`src/rtl/death_sequencer.sv`:
```
// Death sequencer: detects Mario's death (enemy side contact or falling off screen),
// holds kill for the death animation, then respawns with invulnerability or latches game over.
module death_sequencer #(
  parameter int DEATH_FRAMES  = 60,
  parameter int INVULN_FRAMES = 120,
  parameter int FLOOR_Y       = 470,
  parameter int Y_WIDTH       = 10
) (
  input  logic               vga_clock,
  input  logic               reset,
  input  logic               frame_tick,
  input  logic [Y_WIDTH-1:0] mario_y,
  input  logic               enemy_contact,
  input  logic               stomp,
  input  logic signed [31:0] lives,
  output logic               kill,
  output logic               freeze,
  output logic               respawn,
  output logic               invincible,
  output logic               game_over
);

  typedef enum logic [2:0] {
    ALIVE     = 3'd0,
    DYING     = 3'd1,
    RESPAWN   = 3'd2,
    INVULN    = 3'd3,
    GAME_OVER = 3'd4
  } state_t;

  localparam logic [15:0]        DEATH_CNT  = 16'(DEATH_FRAMES);
  localparam logic [15:0]        INVULN_CNT = 16'(INVULN_FRAMES);
  localparam logic [Y_WIDTH-1:0] FLOOR_LIM  = Y_WIDTH'(FLOOR_Y);

  state_t      state_r;
  state_t      next_state_s;
  logic [15:0] frame_cnt_r;
  logic        cnt_clr_s;
  logic        cnt_inc_s;
  logic        hit_s;
  logic        kill_r;
  logic        freeze_r;
  logic        respawn_r;
  logic        invincible_r;
  logic        game_over_r;

  // A stomp cancels enemy contact; falling below the floor always kills.
  assign hit_s = (enemy_contact & ~stomp) | (mario_y > FLOOR_LIM);

  // Next-state and frame counter control.
  always_comb begin
    next_state_s = state_r;
    cnt_clr_s    = 1'b0;
    cnt_inc_s    = 1'b0;
    case (state_r)
      ALIVE: begin
        if (hit_s) begin
          next_state_s = DYING;
          cnt_clr_s    = 1'b1;
        end else begin
          next_state_s = ALIVE;
        end
      end
      DYING: begin
        if (frame_cnt_r == DEATH_CNT) begin
          if (lives == 32'sd0) begin
            next_state_s = GAME_OVER;
          end else begin
            next_state_s = RESPAWN;
          end
        end else if (frame_tick) begin
          cnt_inc_s = 1'b1;
        end else begin
          next_state_s = DYING;
        end
      end
      RESPAWN: begin
        next_state_s = INVULN;
        cnt_clr_s    = 1'b1;
      end
      INVULN: begin
        if (frame_cnt_r == INVULN_CNT) begin
          next_state_s = ALIVE;
        end else if (frame_tick) begin
          cnt_inc_s = 1'b1;
        end else begin
          next_state_s = INVULN;
        end
      end
      GAME_OVER: begin
        next_state_s = GAME_OVER;
      end
      default: begin
        next_state_s = ALIVE;
        cnt_clr_s    = 1'b1;
      end
    endcase
  end

  // State register.
  always_ff @(posedge vga_clock or negedge reset) begin
    if (!reset) begin
      state_r <= ALIVE;
    end else begin
      state_r <= next_state_s;
    end
  end

  // Frame counter; saturates rather than wrapping.
  always_ff @(posedge vga_clock or negedge reset) begin
    if (!reset) begin
      frame_cnt_r <= 16'd0;
    end else if (cnt_clr_s) begin
      frame_cnt_r <= 16'd0;
    end else if (cnt_inc_s && (frame_cnt_r != 16'hFFFF)) begin
      frame_cnt_r <= frame_cnt_r + 16'd1;
    end else begin
      frame_cnt_r <= frame_cnt_r;
    end
  end

  // Registered Moore outputs, one cycle behind the state register.
  always_ff @(posedge vga_clock or negedge reset) begin
    if (!reset) begin
      kill_r       <= 1'b0;
      freeze_r     <= 1'b0;
      respawn_r    <= 1'b0;
      invincible_r <= 1'b0;
      game_over_r  <= 1'b0;
    end else begin
      kill_r       <= (state_r == DYING);
      freeze_r     <= (state_r == DYING) || (state_r == RESPAWN) || (state_r == GAME_OVER);
      respawn_r    <= (state_r == RESPAWN);
      invincible_r <= (state_r == INVULN);
      game_over_r  <= (state_r == GAME_OVER);
    end
  end

  assign kill       = kill_r;
  assign freeze     = freeze_r;
  assign respawn    = respawn_r;
  assign invincible = invincible_r;
  assign game_over  = game_over_r;

endmodule

```
`config.mk`:
```
export PLATFORM = sky130hd
export DESIGN_NAME = death_sequencer
export DESIGN_NICKNAME = d
export VERILOG_FILES = /design/src/rtl/death_sequencer.sv
export SDC_FILE = /design/constraint.sdc
export NUM_CORES = 1
export LEC_CHECK = 0
export CORE_ASPECT_RATIO = 0.75
export CORE_UTILIZATION = 42
export CTS_BUF_LIST = sky130_fd_sc_hd__clkbuf_8
export DETAILED_ROUTE_END_ITERATION = 10
export GPL_TIMING_DRIVEN = 0
export PLACE_DENSITY = 0.78
export SLEW_MARGIN = 25
export SYNTH_ARGS = -nofsm -noshare
export SYNTH_HDL_FRONTEND = slang
export SYNTH_SLANG_ARGS = --single-unit
```
`constraint.sdc`:
```
create_clock -name vga_clock -period 2.1 [get_ports vga_clock]
set_input_delay 0.63 -clock vga_clock [delete_from_list [all_inputs] [get_ports vga_clock]]
set_output_delay 0.63 -clock vga_clock [all_outputs]
set_load 0.1 [all_outputs]
```
### After elaboration in Yosys (flattened, before gate mapping)

Index checks and enable logic that the tools add are counted.

* register bits after elaboration: 24
* logic and storage cells: 44

* mux-type cells: 15
* $lt $le $gt $ge: 1
* bitwise gates (word level): 3
* add/sub/neg operators: 1
* reductions and logical operators: 8
* equality and inequality tests: 9

Operators by type and width (count)
* 32-bit logical NOT: 1
* 16-bit two-way mux: 2
* 16-bit by 1-bit adder with 16-bit output, second input constant: 1
* 16-bit by 6-bit equality test with 1-bit output, second input constant: 1
* 16-bit by 7-bit equality test with 1-bit output, second input constant: 1
* 16-bit inequality test, second input constant: 1
* 3-bit two-way mux: 5
* 3-bit case mux with 5 select lines: 1
* 10-bit by 9-bit greater-than comparator with 1-bit output, second input constant: 1
* 3-bit by 2-bit equality test with 1-bit output, second input constant: 2
* 3-bit inequality test, second input constant: 2
* 1-bit two-way mux: 5
* 1-bit case mux with 2 select lines: 2
* 3-bit by 1-bit equality test with 1-bit output, second input constant: 1
* 3-bit equality test, second input constant: 1
* 3-bit logical NOT: 1
* 3-bit OR reduction: 1
* 1-bit logical OR: 2
* 2-bit AND reduction: 1
* 2-bit nonzero test: 1
* 1-bit bitwise AND: 1
* 1-bit logical AND: 1
* 1-bit NOT: 1
* 1-bit bitwise OR: 1

### Logic depth before layout (Yosys ltp)

Gate-level depths: netlist (run 1).

* word-level depth: 6
* depth in mapped cells: 8
* depth with buffers taken out: 7

### Least setup slack after synthesis (run 1)

Ideal clock, no wire load.

* path kind: register -> register
* from: reg frame_cnt_r[0]
* to: reg frame_cnt_r[13]
* clock period less this slack: 1.943 ns
* arrival: 1.817 ns
* cell stages (with the launch flop): 9
* setup slack: 0.157 ns
* path buffers: 1
* path through: dfrtp_1 -> inv_1 -> ha_1 -> nor4b_1 -> nand4_2 -> o21bai_4 -> clkbuf_4 -> nor3_1 -> a221o_1

* cells in the longest elaborated chain, start to end: 5
* elaborated cells on any way between the ends: 11

Ends and longest elaborated chain
* start, declared: RTL line 37 `logic [15:0] frame_cnt_r;`
* start signal, assigned: RTL line 116 `frame_cnt_r <= frame_cnt_r + 16'd1;`
* start signal, assigned: RTL line 118 `frame_cnt_r <= frame_cnt_r;`
* branches (longest 5 deep; another with 16-bit by 1-bit adder with 16-bit output)

Parallel ways; which one is timed is not known. The select of a mux whose other input is x is not followed.
A chain may end at the register's enable or synchronous reset.

### Worst setup path in the final report (run 1)

Ends and elaborated chain as after synthesis.

==> results of run 1 <==
state kept, by name, summed over array words and instances (netlist names):
| signal | cells |
|---|---|
| freeze | 1 |
| kill | 1 |
| invincible | 1 |
| frame_cnt_r | 16 |
| game_over | 1 |
| state_r | 3 |
| respawn | 1 |
critical path, cell delays in order (launching register included):
cell     delay [ns]
dfrtp_1        0.42
ha_2           0.22
and2_4         0.18
nand4_4        0.12
o31ai_4        0.06
buf_4          0.16
o22a_4         0.27
buf_6          0.16
a221o_1        0.34
cell type report:
| type | instances | area, um2 | share of cell area, % |
|---|---|---|---|
| clock buffer | 3 | 41.3 | 1.86 |
| multi-input combinational | 121 | 850 | 38.2 |
| timing repair buffer | 58 | 548 | 24.6 |
| inverter | 8 | 30.0 | 1.35 |
| clock inverter | 1 | 30.0 | 1.35 |
| tap | 40 | 50.0 | 2.25 |
| buffer | 9 | 72.6 | 3.26 |
| sequential | 24 | 602 | 27.1 |
timing repair:
item / in CTS / in global routing
pin swaps: 2 / 3
gates resized for setup: 9 / 15
buffers inserted: 6 / 1
endpoints found under the setup margin: 20 / 20
worst paths after layout:
kind                                     start               to  slack, ns  depth (start not counted)
worst max-delay path            frame_cnt_r[0]  frame_cnt_r[13]       0.05                          8
worst min-delay path                     reset  frame_cnt_r[12]       0.32                          1
worst min register to register  frame_cnt_r[5]   frame_cnt_r[5]       0.53                          1
min in group vga_clock          frame_cnt_r[5]   frame_cnt_r[5]       0.53                          1
max in group asynchronous                reset   frame_cnt_r[8]       1.40                          1
worst max register to register  frame_cnt_r[0]  frame_cnt_r[13]       0.05                          8
power groups by stage:
stage	logic (mW)	clock network (mW)	registers [mW]
final	0.423	0.415	0.564
after global routing	0.451	0.437	0.572
after CTS	0.391	0.418	0.563
after detailed placement	0.366	0	0.572
after global placement	0.353	0	0.567
after floorplan	0.191	0	0.586
per-layer routing:
| metal | track usage (%) | wire length [um] | up-vias |
|---|---|---|---|
| met3 | 4.49 | 322 | 7 |
| met4 | 6.00 | 29 | 0 |
| li1 | - | - | 732 |
| met2 | 40.8 | 2090 | 75 |
| met1 | 33.2 | 1890 | 717 |
| met5 | 0 | 0 | - |
kinds of logic (layout without fill, tap and decap cells):
kind of cell / Yosys count / after routing / share of synthesized area [%]
AO/OA/AOI/OAI: 33 / 33 / 18.9
flip-flops: 24 / 24 / 39.9
multiplexers: 1 / 1 / 0.747
AND/OR/NAND/NOR: 83 / 83 / 31.1
buffers and inverters: 17 / 79 / 6.56
adder cells (fa/ha/maj): 2 / 2 / 1.66
XOR/XNOR: 2 / 2 / 1.16
through the flow:
stage	instances	setup TNS [ns]	instance area, um2	power (mW)	util, %
floorplan	162	0	1510	0.777	-
global placement	253	-1.72	2070	0.920	61.6
detailed placement	253	-2.44	2060	0.939	61.4
CTS	263	0	2180	1.37	65.0
global route	264	0	2220	1.46	66.3
finish	264	0	2220	1.40	66.3
placed cells by master (no fill, tap or decap), types with 8 or more instances in the layout:
| master | count |
|---|---|
| clkdlybuf4s50_1 | 45 |
| dfrtp_1 | 23 |
| nand2_1 | 15 |
| nor3_1 | 13 |
| nor2_1 | 11 |
| nor4_1 | 11 |
| buf_4 | 9 |
| inv_1 | 8 |
| o21ai_0 | 8 |
| a221o_1 | 8 |
==> flow_metrics.py, run 1 <==
metrics = {
    "logic_synthesis": {
        "synth_area_leaders": "dfrtp_1 40%, a221o_1 5.3%, nor4_1 5.0%",
        "synthCells": 162,
        "synth_area_um2": 1510,
        "synth_edf_count": 0,
        "synth_top_cell_by_area": "dfrtp_1",
        "avgSynthCellArea_um2": 9.30,
        "synth_commonest_cells": "24 x dfrtp_1, 15 x nand2_1, 13 x nor3_1, 12 x nor4_1, 11 x nor2_1",
        "synth_top_area_share_pct": 39.9,
        "ys_warn_count": 0,
        "ys.flop_type": "dfrtp_1",
        "synth.most_common_cell": "dfrtp_1",
        "synth_cell_types": 41,
        "synth-seq-cells": 24,
        "syn-num-nets": 211,
        "synth-async-reset-ratio_pct": 100,
        "ys_seq_area_share_pct": 39.9,
    },
    "power_and_ir_drop": {
        "p_seq_share_pct": 40.2,
        "pwr-share-clk_pct": 29.6,
        "power_leakage_nw": 0.936,
        "vdd_drop_max_mv": 0.531,
        "p_sw_mw": 0.408,
        "pwr-share-comb_pct": 30.2,
        "power_density_nw_per_um2": 631,
        "swShare_pct": 29.1,
        "p_int_mw": 0.994,
    },
    "detailed_routing": {
        "avgViaCountPerCell": 5.80,
        "drc": 2,
        "drt-pass1-iter-count": 8,
        "antenna_left": 0,
        "wl_mm": 4.32,
        "wire_per_inst_um": 16.4,
        "drt_iter0_markers": 104,
        "num_vias": 1531,
    },
    "run": {
        "maxCapViolations": 0,
    },
    "die": {
        "rows": 18,
        "core_um2": 3360,
        "start_util_pct": 44.9,
        "dieArea_um2": 3830,
        "pin_count": 52,
        "die_w_um": 71.2,
        "die_y_um": 53.9,
    },
    "status": {
        "status": "finished with violations",
        "violations": "design-rule violations",
    },
    "global_route": {
        "overflow": 0,
        "antenna_found_initial": 0,
        "grt_use_total_pct": 24.4,
        "grt_pass1_vias": 1459,
        "grt_max_degree": 25,
        "grt_pass1_wl_mm": 7.03,
    },
    "placed_design": {
        "place.gp.congestion": 0.837,
        "numPortBuffers": 51,
        "place_ws_ns": -0.270,
        "post-dp-hpwl_mm": 3.22,
    },
    "clocking": {
        "max-clock-path-buffers": 2,
        "cts_hold_buf": 0,
        "cts.clk_slew.worst_paths_ns": 0.09,
        "cts-htree-levels": 1,
        "cts_buffers": 3,
        "clkLatencyLatePin_ns": 0.27,
        "tritoncts": "done",
        "root_buffer": "clkbuf_8",
        "cts.sinks": 24,
    },
    "worst_setup_path": {
        "path_max_fanout": 10,
        "cp.arrival_ns": 2.21,
        "cp.required_ns": 2.26,
        "worstSetupPathType": "reg2reg",
        "startpoint_type": "flip-flop",
        "end_kind": "flip-flop",
    },
    "worst_hold_path": {
        "min_path_type": "in2async",
    },
    "timing": {
        "timing.slew.headroom_pct": 37.3,
        "rsz0062_at_grt": "false",
        "hold_viol": 0,
        "worstMarginPinSlew_ns": 0.944,
        "final.min_clock_period_ns": 2.05,
        "whs_ns": 0.318,
        "setup_violations": 0,
        "setup_ws_ns": 0.0506,
        "finalMaxSlewViolations": 0,
        "fmax_mhz": 488,
        "worst_clock_skew_ns": 0.00360,
        "fin_crit_sh_pct": 97.6,
    },
    "cells_and_area": {
        "final_nets": 274,
        "layout-drive-gt1-share_pct": 17.9,
        "antennaDiodeCount": 0,
        "n_fill_cell": 263,
        "syn2layout_area_growth_pct": 47.6,
    },
}
Note: power is estimated with default switching activity, not from simulation.
==> inputs of run 2 (changes only) <==
--- a/config.mk
+++ b/config.mk
@@ -5,13 +5,12 @@
 export SDC_FILE = /design/constraint.sdc
 export NUM_CORES = 1
 export LEC_CHECK = 0
-export CORE_ASPECT_RATIO = 0.75
 export CORE_UTILIZATION = 42
 export CTS_BUF_LIST = sky130_fd_sc_hd__clkbuf_8
 export DETAILED_ROUTE_END_ITERATION = 10
 export GPL_TIMING_DRIVEN = 0
 export PLACE_DENSITY = 0.78
-export SLEW_MARGIN = 25
+export SLEW_MARGIN = 20
 export SYNTH_ARGS = -nofsm -noshare
 export SYNTH_HDL_FRONTEND = slang
 export SYNTH_SLANG_ARGS = --single-unit
==> flow_metrics.py, run 2 (synthesis results as in run 1) <==
metrics = {
    "worst_setup_path": {
        "worst_r2r_startpoint": "frame_cnt_r[0]",
        "end_kind": "primary output",
        "startpoint": "respawn",
        "crit_family": "buffers and inverters",
        "cp.arrival_ns": 1.43,
        "worst-path-buf-inv": 1,
        "max_stage_delay_ns": 0.81,
        "worstRegToRegCells": 8,
        "startpoint_type": "flip-flop",
        "crit_cells": 1,
        "crit_chain": "clkdlybuf4s15_1",
        "cp_slowest_cell": "clkdlybuf4s15_1",
        "path_max_fanout": 1,
        "cp.required_ns": 1.47,
        "worstSetupPathType": "reg2out",
    },
    "clocking": {
        "root_buffer": "clkbuf_8",
        "cts_buffers": 3,
        "max-clock-path-buffers": 2,
        "tritoncts": "done",
        "cts.clk_slew.worst_paths_ns": 0.09,
        "cts-htree-levels": 1,
        "clkLatencyLatePin_ns": 0.27,
        "cts.sinks": 24,
    },
    "timing": {
        "final.min_clock_period_ns": 2.06,
        "setup_violations": 0,
        "whs_ns": 0.329,
        "fmax_mhz": 485,
        "worstMarginPinSlew_ns": 0.950,
        "setup_ws_ns": 0.0398,
        "hold_viol": 0,
        "timing.slew.headroom_pct": 36.9,
        "fin_crit_sh_pct": 98.1,
        "finalMaxSlewViolations": 0,
        "tns_ns": 0,
        "worst_clock_skew_ns": 0.00720,
    },
    "detailed_routing": {
        "wl_mm": 4.14,
        "drt_iter0_markers": 126,
        "drc": 0,
        "num_vias": 1558,
        "antenna_left": 0,
        "drt-pass1-iter-count": 4,
        "avgViaCountPerCell": 5.79,
        "wire_per_inst_um": 15.4,
    },
    "cells_and_area": {
        "final_common_cell": "clkdlybuf4s50_1",
        "antennaDiodeCount": 0,
        "final_cell_count_no_fill": 269,
        "top_regs": "frame_cnt_r (16), state_r (3)",
        "syn2layout_area_growth_pct": 48.4,
        "final_nets": 273,
        "regMostFlops": "frame_cnt_r",
        "largest_reg_flops": 16,
        "final_cell_mix": "45 x clkdlybuf4s50_1, 22 x dfrtp_1, 15 x nand2_1",
        "layout-drive-gt1-share_pct": 16.6,
    },
    "global_route": {
        "antenna_found_initial": 0,
        "grt_pass1_vias": 1531,
        "grt_max_degree": 25,
        "grt_pass1_wl_mm": 6.64,
        "grt_use_total_pct": 24.1,
        "overflow": 0,
    },
    "die": {
        "die_w_um": 61.9,
        "core_um2": 3390,
        "pin_count": 52,
        "die_y_um": 61.9,
        "start_util_pct": 44.4,
        "dieArea_um2": 3830,
        "rows": 21,
    },
    "power_and_ir_drop": {
        "power_density_nw_per_um2": 616,
        "vdd_drop_max_mv": 0.239,
        "p_total_mw": 1.38,
        "power_leakage_nw": 0.933,
    },
    "status": {
        "status": "complete, no violations",
    },
    "run": {
        "maxCapViolations": 0,
    },
    "placed_design": {
        "numPortBuffers": 51,
        "post-dp-hpwl_mm": 3.12,
        "place.gp.congestion": 0.816,
        "dp_cells": 259,
        "place_ws_ns": -0.250,
    },
    "worst_hold_path": {
        "min_path_type": "in2async",
    },
}
==> run 2: repair_timing <==
item	CTS	global route
cloned	0	0
pin swaps	2	7
setup buffers	5	1
endpoints found under the setup margin	16	13
hold buffers	0	0
resized for setup	7	16
==> run 2: path summary, 6_finish.rpt <==
check                                  endpoint  slack, ns
max in group asynchronous        frame_cnt_r[8]       1.37
worst min register to register   frame_cnt_r[5]       0.53
worst max register to register   frame_cnt_r[6]       0.07
worst min-delay path            frame_cnt_r[11]       0.33
worst max-delay path                    respawn       0.04
min in group vga_clock           frame_cnt_r[5]       0.53
==> run 2: layer usage <==
metal	GRT usage, %	wire length (um)
met2	45.2	2190
met3	3.93	245
met4	12.1	119
met1	26.0	1590
met5	0	0
==> run 2: stage by stage <==
step	cell area (um2)	utilization, %
after floorplan	1510	-
after global placement	2070	61.2
after detailed placement	2070	61.2
after CTS	2180	64.5
after global routing	2240	66.0
final	2240	66.0
==> run 2: cell type report <==
cell class                 instances  area [um2]
buffer                             9        76.3
clock buffer                       3        41.3
clock inverter                     1        30.0
fill                             276        1150
inverter                           8        30.0
multi-input combinational        121         847
sequential                        24         603
tap                               46        57.6
timing repair buffer              57         551
==> run 2: report_power, final <==
part	switching, mW	total, mW	internal, mW
clock network	0.156	0.411	0.255
logic	0.176	0.395	0.219
registers	0.0613	0.572	0.511
==> edit, RTL diff (flow settings as in run 1) <==
Register the inputs `frame_tick`, `mario_y`, `enemy_contact`, `stomp` and `lives` before use. The logic sees them one clock later.
--- a/src/rtl/death_sequencer.sv
+++ b/src/rtl/death_sequencer.sv
@@ -34,2 +34,16 @@
 
+  logic frame_tick_q;
+  logic [Y_WIDTH-1:0] mario_y_q;
+  logic enemy_contact_q;
+  logic stomp_q;
+  logic signed [31:0] lives_q;
+
+  always_ff @(posedge vga_clock) begin
+    frame_tick_q    <= frame_tick;
+    mario_y_q       <= mario_y;
+    enemy_contact_q <= enemy_contact;
+    stomp_q         <= stomp;
+    lives_q         <= lives;
+  end
+
   state_t      state_r;
@@ -47,3 +61,3 @@
   // A stomp cancels enemy contact; falling below the floor always kills.
-  assign hit_s = (enemy_contact & ~stomp) | (mario_y > FLOOR_LIM);
+  assign hit_s = (enemy_contact_q & ~stomp_q) | (mario_y_q > FLOOR_LIM);
 
@@ -65,3 +79,3 @@
         if (frame_cnt_r == DEATH_CNT) begin
-          if (lives == 32'sd0) begin
+          if (lives_q == 32'sd0) begin
             next_state_s = GAME_OVER;
@@ -70,3 +84,3 @@
           end
-        end else if (frame_tick) begin
+        end else if (frame_tick_q) begin
           cnt_inc_s = 1'b1;
@@ -83,3 +97,3 @@
           next_state_s = ALIVE;
-        end else if (frame_tick) begin
+        end else if (frame_tick_q) begin
           cnt_inc_s = 1'b1;
Formal check against the unedited RTL: not equivalent (a bounded check fails within 4 cycles, from zero or initial values and one cycle with reset low).
==> edit against run 1 <==
- the flow finishes with violations (setup timing)
- sequential cell count increased by 45
- wire length increased by 20%
- design area increased by 54%
- power increased by 120%
- combinational power increased by 20%
- clock power increased to 2.6 times the old value
- worst setup slack got worse by 0.069 ns
- synthesized area increased by 56%
- critical endpoint is now frame_cnt_r[12]
- largest cell class is now registers
==> edit: results (changes against run 1) <==
status - complete, but fails checks
violations in the final reports - setup timing
Cell variety after synth - 43 (+4.9%)
top cells by area, synth - dfxtp_1, dfrtp_1, nor4_1
final setup margin - -0.0184 ns (-0.0690 ns)
IO buf count - 51 (unchanged)
largest registers - lives_q: 32 flops, frame_cnt_r: 16 flops, mario_y_q: 10 flops
post-CTS sizing - 26 (+17)
met3 GRT Util - 0.0917 (+0.0468)
Total GRT Usage - 0.198 (-0.0462)
Metal-1 WL - 2240 um (+19%)
H-Tree Depth - 3 (+2)
largest register by flop count - lives_q
Synth async-reset ratio - 0.348 (-0.652)
latest clock arrival within the worst-skew pair - 0.35 ns (+0.08 ns)
Setup WS pre-CTS - -0.136 ns (+0.134 ns)
placed cell area - 2950 um2 (+43%)
CP arrival - 2.35 ns (+0.14 ns)
routed length on met3 - 447 um (+39%)
critical path's slowest cell - or4_4
post-synth net total - 248 (+18%)
top post-synthesis cells by count - dfxtp_1, dfrtp_1, nand2_1, nor4_1, a21oi_1
Iteration-0 DRC Markers - 141 (+36%)
postcts setup bufs - 15 (+9)
cell count after placement - 325 (+28%)
synthesized area per cell - 11.8 um2 (+27%)
Design Area, Final - 3420 um2 (+54%)
iteration count of the initial detailed-routing pass - 4 (-4)
vias - 1,844 (+20%)
sequential-to-total area share from yosys stat - 0.638 (+0.239)
Final setup viols - 1 (+1)
setup TNS - -0.0184 ns (-0.0184 ns)
layout cells sized above 1 - 0.241 (+0.0626)
hpwl dp - 3360 um (+4.5%)
Max-Slew Margin vs Limit - 0.622 (+0.249)
first-pass GRT wire length - 8500 um (+21%)
routability cong. - 0.877 (+4.8%)
WL per Instance - 14.6 um (-11%)
CTS Buf Count - 9 (+6)
Max IR drop VDD - 601 uV (+13%)
met2 WL - 2460 um (+18%)
Crit Path Max Fanout - 5 (-5)
largest stage delay on the critical path - 0.56 ns (+0.14 ns)
met1 usage - 0.241 (-0.0904)
skew final - 0.0104 ns (+0.00683 ns)
Leak - 1.35 nW (+44%)
GR Layer Usage met2 - 0.307 (-0.101)
vias in the first global route - 1,854 (+27%)
# fillers - 428 (+63%)
clock root cell - clkbuf_8
Non-Filler Instances - 357 (+35%)
Reg clk slew, reported paths - 0.08 ns
-- edit: cell types whose count changed after synthesis, moves of 5 or more --
cell,change
a21oi_1,+9
a221o_1,-8
dfxtp_1,+45
mux2i_1,+5
nand2b_1,+5
nor2_1,-9
nor3_1,-11
o21ai_0,-5
o31ai_1,+9
or4_1,+8
-- edit: where the power goes --
part           internal, mW  switching, mW  leakage [nW]
combinational         0.262          0.245         0.558
sequential             1.42         0.0904         0.689
clock                 0.566          0.528        0.0984
-- edit: worst paths after layout --
path / startpoint / endpoint / slack (ns) / cells past startpoint
max in group asynchronous: reset / frame_cnt_r[7] / 1.43 / 1
worst min-delay path: reset / frame_cnt_r[2] / 0.26 / 1
worst max-delay path: frame_cnt_r[9] / frame_cnt_r[12] / -0.02 / 6
min in group vga_clock: frame_cnt_r[13] / frame_cnt_r[13] / 0.57 / 2
worst max register to register: frame_cnt_r[9] / frame_cnt_r[12] / -0.02 / 6
worst min register to register: frame_cnt_r[13] / frame_cnt_r[13] / 0.57 / 2
-- edit: cells by family after synthesis --
group / Yosys count / share of synthesized area
AND/OR/NAND/NOR: 76 / 0.205
flip-flops: 69 / 0.638
AO/OA/AOI/OAI: 34 / 0.0946
buffers and inverters: 12 / 0.0266
multiplexers: 5 / 0.0213
adder cells (fa/ha/maj): 2 / 0.0106
XOR/XNOR: 1 / 0.00372
-- edit: critical path, delay by kind of cell (launching register included) --
kind,cells,cell delay (ns)
AOI/OAI and AO/OA,1,0.31
buffers and inverters,1,0.14
DFF,1,0.42
and+or+nand+nor,4,1.14
-- edit: final cells by class --
cell class,instances,area share
Multi-Input combinational cell,118,0.258
Buffer,5,0.0139
Clock inverter,7,0.0242
Tap cell,75,0.0275
Clock buffer,9,0.0362
Inverter,6,0.00659
Sequential cell,69,0.440
Timing Repair Buffer,68,0.194
